**src/rtl/mul_pkg.sv**
```systemverilog
// mul_pkg: shared FSM states, Booth digit codes and width helpers for the sequential multiplier.
package mul_pkg;
  localparam int DEF_WIDTH = 32;
  typedef enum logic [1:0] {IDLE, RUN, DONE} state_e;
  typedef enum logic [2:0] {ZERO, POS1, POS2, NEG1, NEG2} digit_e;
  function automatic digit_e booth_digit(input logic [2:0] w);
    return (w == 3'b001 || w == 3'b010) ? POS1 :
           (w == 3'b011) ? POS2 :
           (w == 3'b100) ? NEG2 :
           (w == 3'b101 || w == 3'b110) ? NEG1 : ZERO;
  endfunction
  function automatic int cnt_width(input int steps);
    return steps > 1 ? $clog2(steps) : 1;
  endfunction
endpackage

```
**src/rtl/booth_recoder.sv**
```systemverilog
// booth_recoder: maps a radix-4 Booth window onto a sign-extended partial product of M.
module booth_recoder import mul_pkg::*; #(
  parameter int WIDTH = DEF_WIDTH
) (
  input  logic [2:0]       win_i,
  input  logic [WIDTH-1:0] m_i,
  output logic [WIDTH+1:0] pp_o
);
  digit_e digit;
  logic [WIDTH+1:0] m1, m2;
  assign digit = booth_digit(win_i);
  assign m1 = {{2{m_i[WIDTH-1]}}, m_i};
  assign m2 = {m_i[WIDTH-1], m_i, 1'b0};
  always_comb begin
    pp_o = (digit == POS1) ? m1 :
           (digit == POS2) ? m2 :
           (digit == NEG1) ? -m1 :
           (digit == NEG2) ? -m2 : '0;
  end
endmodule

```
**src/rtl/booth_mul_seq.sv**
```systemverilog
// booth_mul_seq: sequential radix-4 Booth signed multiplier feeding the HI/LO registers.
module booth_mul_seq import mul_pkg::*; #(
  parameter int WIDTH = DEF_WIDTH
) (
  input  logic             clk,
  input  logic             clear,
  input  logic             start,
  input  logic [WIDTH-1:0] multiplicand,
  input  logic [WIDTH-1:0] multiplier,
  output logic             busy,
  output logic             done,
  output logic             hilo_load,
  output logic [WIDTH-1:0] product_hi,
  output logic [WIDTH-1:0] product_lo
);
  localparam int STEPS = WIDTH / 2;
  localparam int CW = cnt_width(STEPS);
  state_e state_q, state_d;
  logic [CW-1:0] cnt_q, cnt_d;
  logic [WIDTH-1:0] m_q, m_d, q_q, q_d, hi_q, hi_d, lo_q, lo_d;
  logic [WIDTH+1:0] acc_q, acc_d, pp, sum;
  logic qm1_q, qm1_d, last;
  booth_recoder #(.WIDTH(WIDTH)) u_rec (
    .win_i({q_q[1:0], qm1_q}),
    .m_i  (m_q),
    .pp_o (pp)
  );
  assign sum = acc_q + pp;
  assign last = cnt_q == CW'(STEPS - 1);
  always_comb begin
    state_d = state_q;
    cnt_d = cnt_q;
    m_d = m_q;
    q_d = q_q;
    qm1_d = qm1_q;
    acc_d = acc_q;
    hi_d = hi_q;
    lo_d = lo_q;
    case (state_q)
      IDLE: if (start) begin
        state_d = RUN;
        m_d = multiplicand;
        q_d = multiplier;
        qm1_d = 1'b0;
        acc_d = '0;
        cnt_d = '0;
      end
      RUN: begin
        // accumulator and multiplier shift right by 2 as one combined register
        acc_d = {{2{sum[WIDTH+1]}}, sum[WIDTH+1:2]};
        q_d = {sum[1:0], q_q[WIDTH-1:2]};
        qm1_d = q_q[1];
        cnt_d = cnt_q + 1'b1;
        if (last) begin
          state_d = DONE;
          hi_d = acc_d[WIDTH-1:0];
          lo_d = q_d;
        end
      end
      default: state_d = IDLE;
    endcase
  end
  always_ff @(posedge clk or negedge clear) begin
    if (!clear) begin
      state_q <= IDLE;
      cnt_q <= '0;
      m_q <= '0;
      q_q <= '0;
      qm1_q <= 1'b0;
      acc_q <= '0;
      hi_q <= '0;
      lo_q <= '0;
    end else begin
      state_q <= state_d;
      cnt_q <= cnt_d;
      m_q <= m_d;
      q_q <= q_d;
      qm1_q <= qm1_d;
      acc_q <= acc_d;
      hi_q <= hi_d;
      lo_q <= lo_d;
    end
  end
  assign busy = state_q != IDLE;
  assign done = state_q == DONE;
  assign hilo_load = done;
  assign product_hi = hi_q;
  assign product_lo = lo_q;
endmodule

```
**config.mk**
```make
export PLATFORM = sky130hd
export DESIGN_NAME = booth_mul_seq
export DESIGN_NICKNAME = d
export VERILOG_FILES = /design/src/rtl/mul_pkg.sv /design/src/rtl/booth_recoder.sv /design/src/rtl/booth_mul_seq.sv
export SDC_FILE = /design/constraint.sdc
export NUM_CORES = 1
export LEC_CHECK = 0
export BUFFER_PORTS_ARGS = -buffer_cell sky130_fd_sc_hd__buf_2
export CORE_UTILIZATION = 32
export CTS_CLUSTER_DIAMETER = 80
export DETAILED_ROUTE_END_ITERATION = 12
export RECOVER_POWER = 50
export SETUP_SLACK_MARGIN = 0.05
export SYNTH_ARGS = -nofsm -noshare
export SYNTH_HDL_FRONTEND = slang
export SYNTH_SLANG_ARGS = --single-unit
```
**constraint.sdc**
```tcl
create_clock -name clk -period 10.9 [get_ports clk]
set_input_delay 1.635 -clock clk [delete_from_list [all_inputs] [get_ports clk]]
set_output_delay 1.635 -clock clk [all_outputs]
set_load 0.01 [all_outputs]
```
==> impl_results.md <==
- CP required: approximately 10 ns
- Worst-path clk slew: around 0.070 ns
- Setup Buffers After CTS: 0
- Drt via density: about 5.2
- Hold Path Class: reg -> reg
- CTS Sinks: 167
- Die area: 0.03141 sq mm
- CTS buffer count: 17
- Seq/Total Area, Yosys: a little over two fifths
- Largest family of logic cells by synthesized area: simple AND/OR/NAND/NOR gates
- Origin of the critical flop-to-flop path: q_q[0]$_DFFE_PN0P_
- DRT iter0 DRCs: 626
- Min Clock Period, post-route: 6.272 ns
- Worst path bufs/invs: 1
- Setup TNS: 0 ns
- EDFF count, synth: 0
- Nets: 1378
- CP Capture Type: asynchronous set/reset pin
- Final HPWL DP: 18.65 mm
- Max-slew headroom at the worst pin: -266.7%
- Skew final: 0.01561 ns
- Core area: around 0.03 sq mm
- WHS Endpoint: product_lo[15]$_DFFE_PN0P_
- Clk buf depth: 2
- Layout fillers: 3128
- Period utilization: 57.54%
- Cell chain of the critical path: clkbuf_1
- CP peak stage delay: 3.76 ns
- Simple-gate portion of the synthesized area: 21.56%
- DRC Markers: 0
- Ys Warns: 0
- Post-synthesis compound-gate area fraction: 20.97%
- Syn Inst Count: 1200
- Critical path class: in -> async
- Setup slack, reg-to-reg: 5.68 ns
- Seq cells post-synth: 167
- Post-DRT Antenna Nets: 0
- Measured slew at the worst slew-check pin: 5.501 ns
- Final setup viols: 0
- Gpl congestion: 0.8845
- Max cap viols: 4
- Hold-fix buffers, CTS: 0
- Synth Area in XOR/XNOR: approximately 5.4%
- R2r worst-path depth: 16
- Failing checks: capacitance limit, slew limit
- Via count: 8736
- Depth of the CTS H-tree: 4
- Mux contribution to synthesized area: less than 1%
- DR pass1 iterations: 5
- Port buffer count: 133
- Final wirelength: approximately 27 mm
- Post-Synth Adder-Cell Area: 5.068%
- Die Y: ~180 um
- Routed wire length per instance: 16.26 um
- Outcome: finished with violations
- Post-cts sizing count: 0
- Vias in the first global route: approximately 8400
- Yosys cell types: 62
- Ys async rst share: 100.0%
- Die W: 177.2 um
- Top delay family on crit path: buffers and inverters
- Worst EP arrival: about 5.5 ns
- GRT Resource Usage Total: 17.90%
- Startpoint types: input pin
- Avg Cell Area, Syn: 8.188 sq um
- Ant diodes: 0
- Clk_lat worst skew: 0.45 ns
- Max Slew Vio Count: 243
- Initial antenna violation count: 0
- Top FF cell, synth: dfrtp_1
- CTS tree: built
- Hold path startpoint: product_lo[15]$_DFFE_PN0P_
- End of the worst register-to-register path: acc_q[32]$_DFFE_PN0P_
- Share of cells above drive strength 1: 11.02%
- Crit Path Max Fanout: 102
- Grt total ovfl: 0
- Clock root buffer: clkbuf_16
- Synthesis-to-finish area growth: 14.31%
- Post-Syn Nets: 1303
- Synthesized cell area: 0.009826 sq mm
- CP max stage cell: clkbuf_1
- Cell Rows: 63
- Pin count of the biggest net entering global routing: 106
- Hold depth: 2
- IO Pins: 134
- Setup repair after global routing missed its margin: no
- First-pass GRT wire length: between 40 and 50 mm
- Maximum clock frequency: 159.4 MHz
- Initial Util: roughly 33%
- Final Hold Viols: 0
[how the worst max path moves through the flow]
stage	start	cells after the start	slack, ns	to
global route	clear	1	3.29	m_q[21]$_DFFE_PN0P_
global placement	q_q[0]$_DFFE_PN0P_	16	5.83	product_hi[31]$_DFFE_PN0P_
CTS	m_q[0]$_DFFE_PN0P_	21	5.81	acc_q[32]$_DFFE_PN0P_
floorplan	m_q[2]$_DFFE_PN0P_	20	6.54	acc_q[30]$_DFFE_PN0P_
finish	clear	1	4.63	m_q[21]$_DFFE_PN0P_
detailed placement	m_q[0]$_DFFE_PN0P_	20	5.83	acc_q[20]$_DFFE_PN0P_
[layout make-up]
class | count | area [sq um] | share of cell area [%]
clock inverter | 15 | 183.9 | 1.638
timing repair buffer | 142 | 643.1 | 5.726
sequential | 167 | 4179 | 37.21
inverter | 19 | 71.32 | 0.6350
multi-input combinational | 928 | 5241 | 46.66
tap | 390 | 488.0 | 4.344
clock buffer | 17 | 425.4 | 3.787
[cells in the mapped netlist, drive strengths merged (4+ instances only)]
master	instances	share of area, %
a221oi	21	1.9
or2	5	0.32
nor4	7	0.66
o22ai	53	3.4
nand3	42	2.1
xor2	23	2.1
nand2b	10	0.74
buf	12	0.67
nor2b	6	0.38
o211ai	6	0.46
and2	5	0.32
maj3	4	0.41
xnor2	38	3.4
or3	7	0.60
o21bai	4	0.31
a31oi	14	0.96
a31o	15	1.3
dfrtp	167	43
a211oi	7	0.53
nor3	14	0.76
o21ai	102	5.2
nor2	107	4.1
inv	18	0.69
ha	35	4.5
nand2	277	11
a21oi	72	3.7
clkbuf	74	2.8
a21o	19	1.5
[kinds of logic after synthesis]
kind of cell	count (synthesis)
muxes	2
DFF	167
and+or+nand+nor	492
buffers and inverters	105
adders and majority gates	40
xor gates and xnor gates	61
AOI/OAI and AO/OA	333
[through the flow]
step                instances  hold slack, ns  setup WS [ns]  util, %  area (sq um)
finish                   1678          0.4796          4.628    37.50         11230
floorplan                1200          0.4577          6.541        -          9826
CTS                      1678          0.4790          5.811    37.84         11340
global placement         1646          0.4552          5.828    35.81         10730
detailed placement       1646          0.4570          5.826    35.81         10730
global route             1678          0.4942          3.285    37.50         11230
[registers in the layout (all words and copies together), names as in the netlist]
signal	flops
acc_q	32
cnt_q	4
m_q	32
product_hi	32
product_lo	32
q_q	32
qm1_q	1
state_q	2
[layout by cell type, fill, tap and decap left out, types with 15 or more instances in the layout]
cell type and count:
clkbuf_16 17, nor2_1 107, a31o_2 15, a21o_1 19
a21oi_1 71, inv_1 18, dfrtp_1 167, nand3_1 42
buf_2 67, xor2_1 23, o22ai_1 53, o21ai_0 99
a221oi_1 21, ha_1 35, clkbuf_1 68, xnor2_1 38
nand2_1 277
[layer usage]
layer  vias up  share of wire, %  track usage [%]
met5         -                 0                0
met1      4132                48            24.93
met2       244                44            26.81
met3        34               6.4            5.047
li1       4326                 -                -
met4         0               1.5            5.136
Power is not shown: default switching activity piles up to over one toggle a cycle in this logic, so the estimate is an artifact.
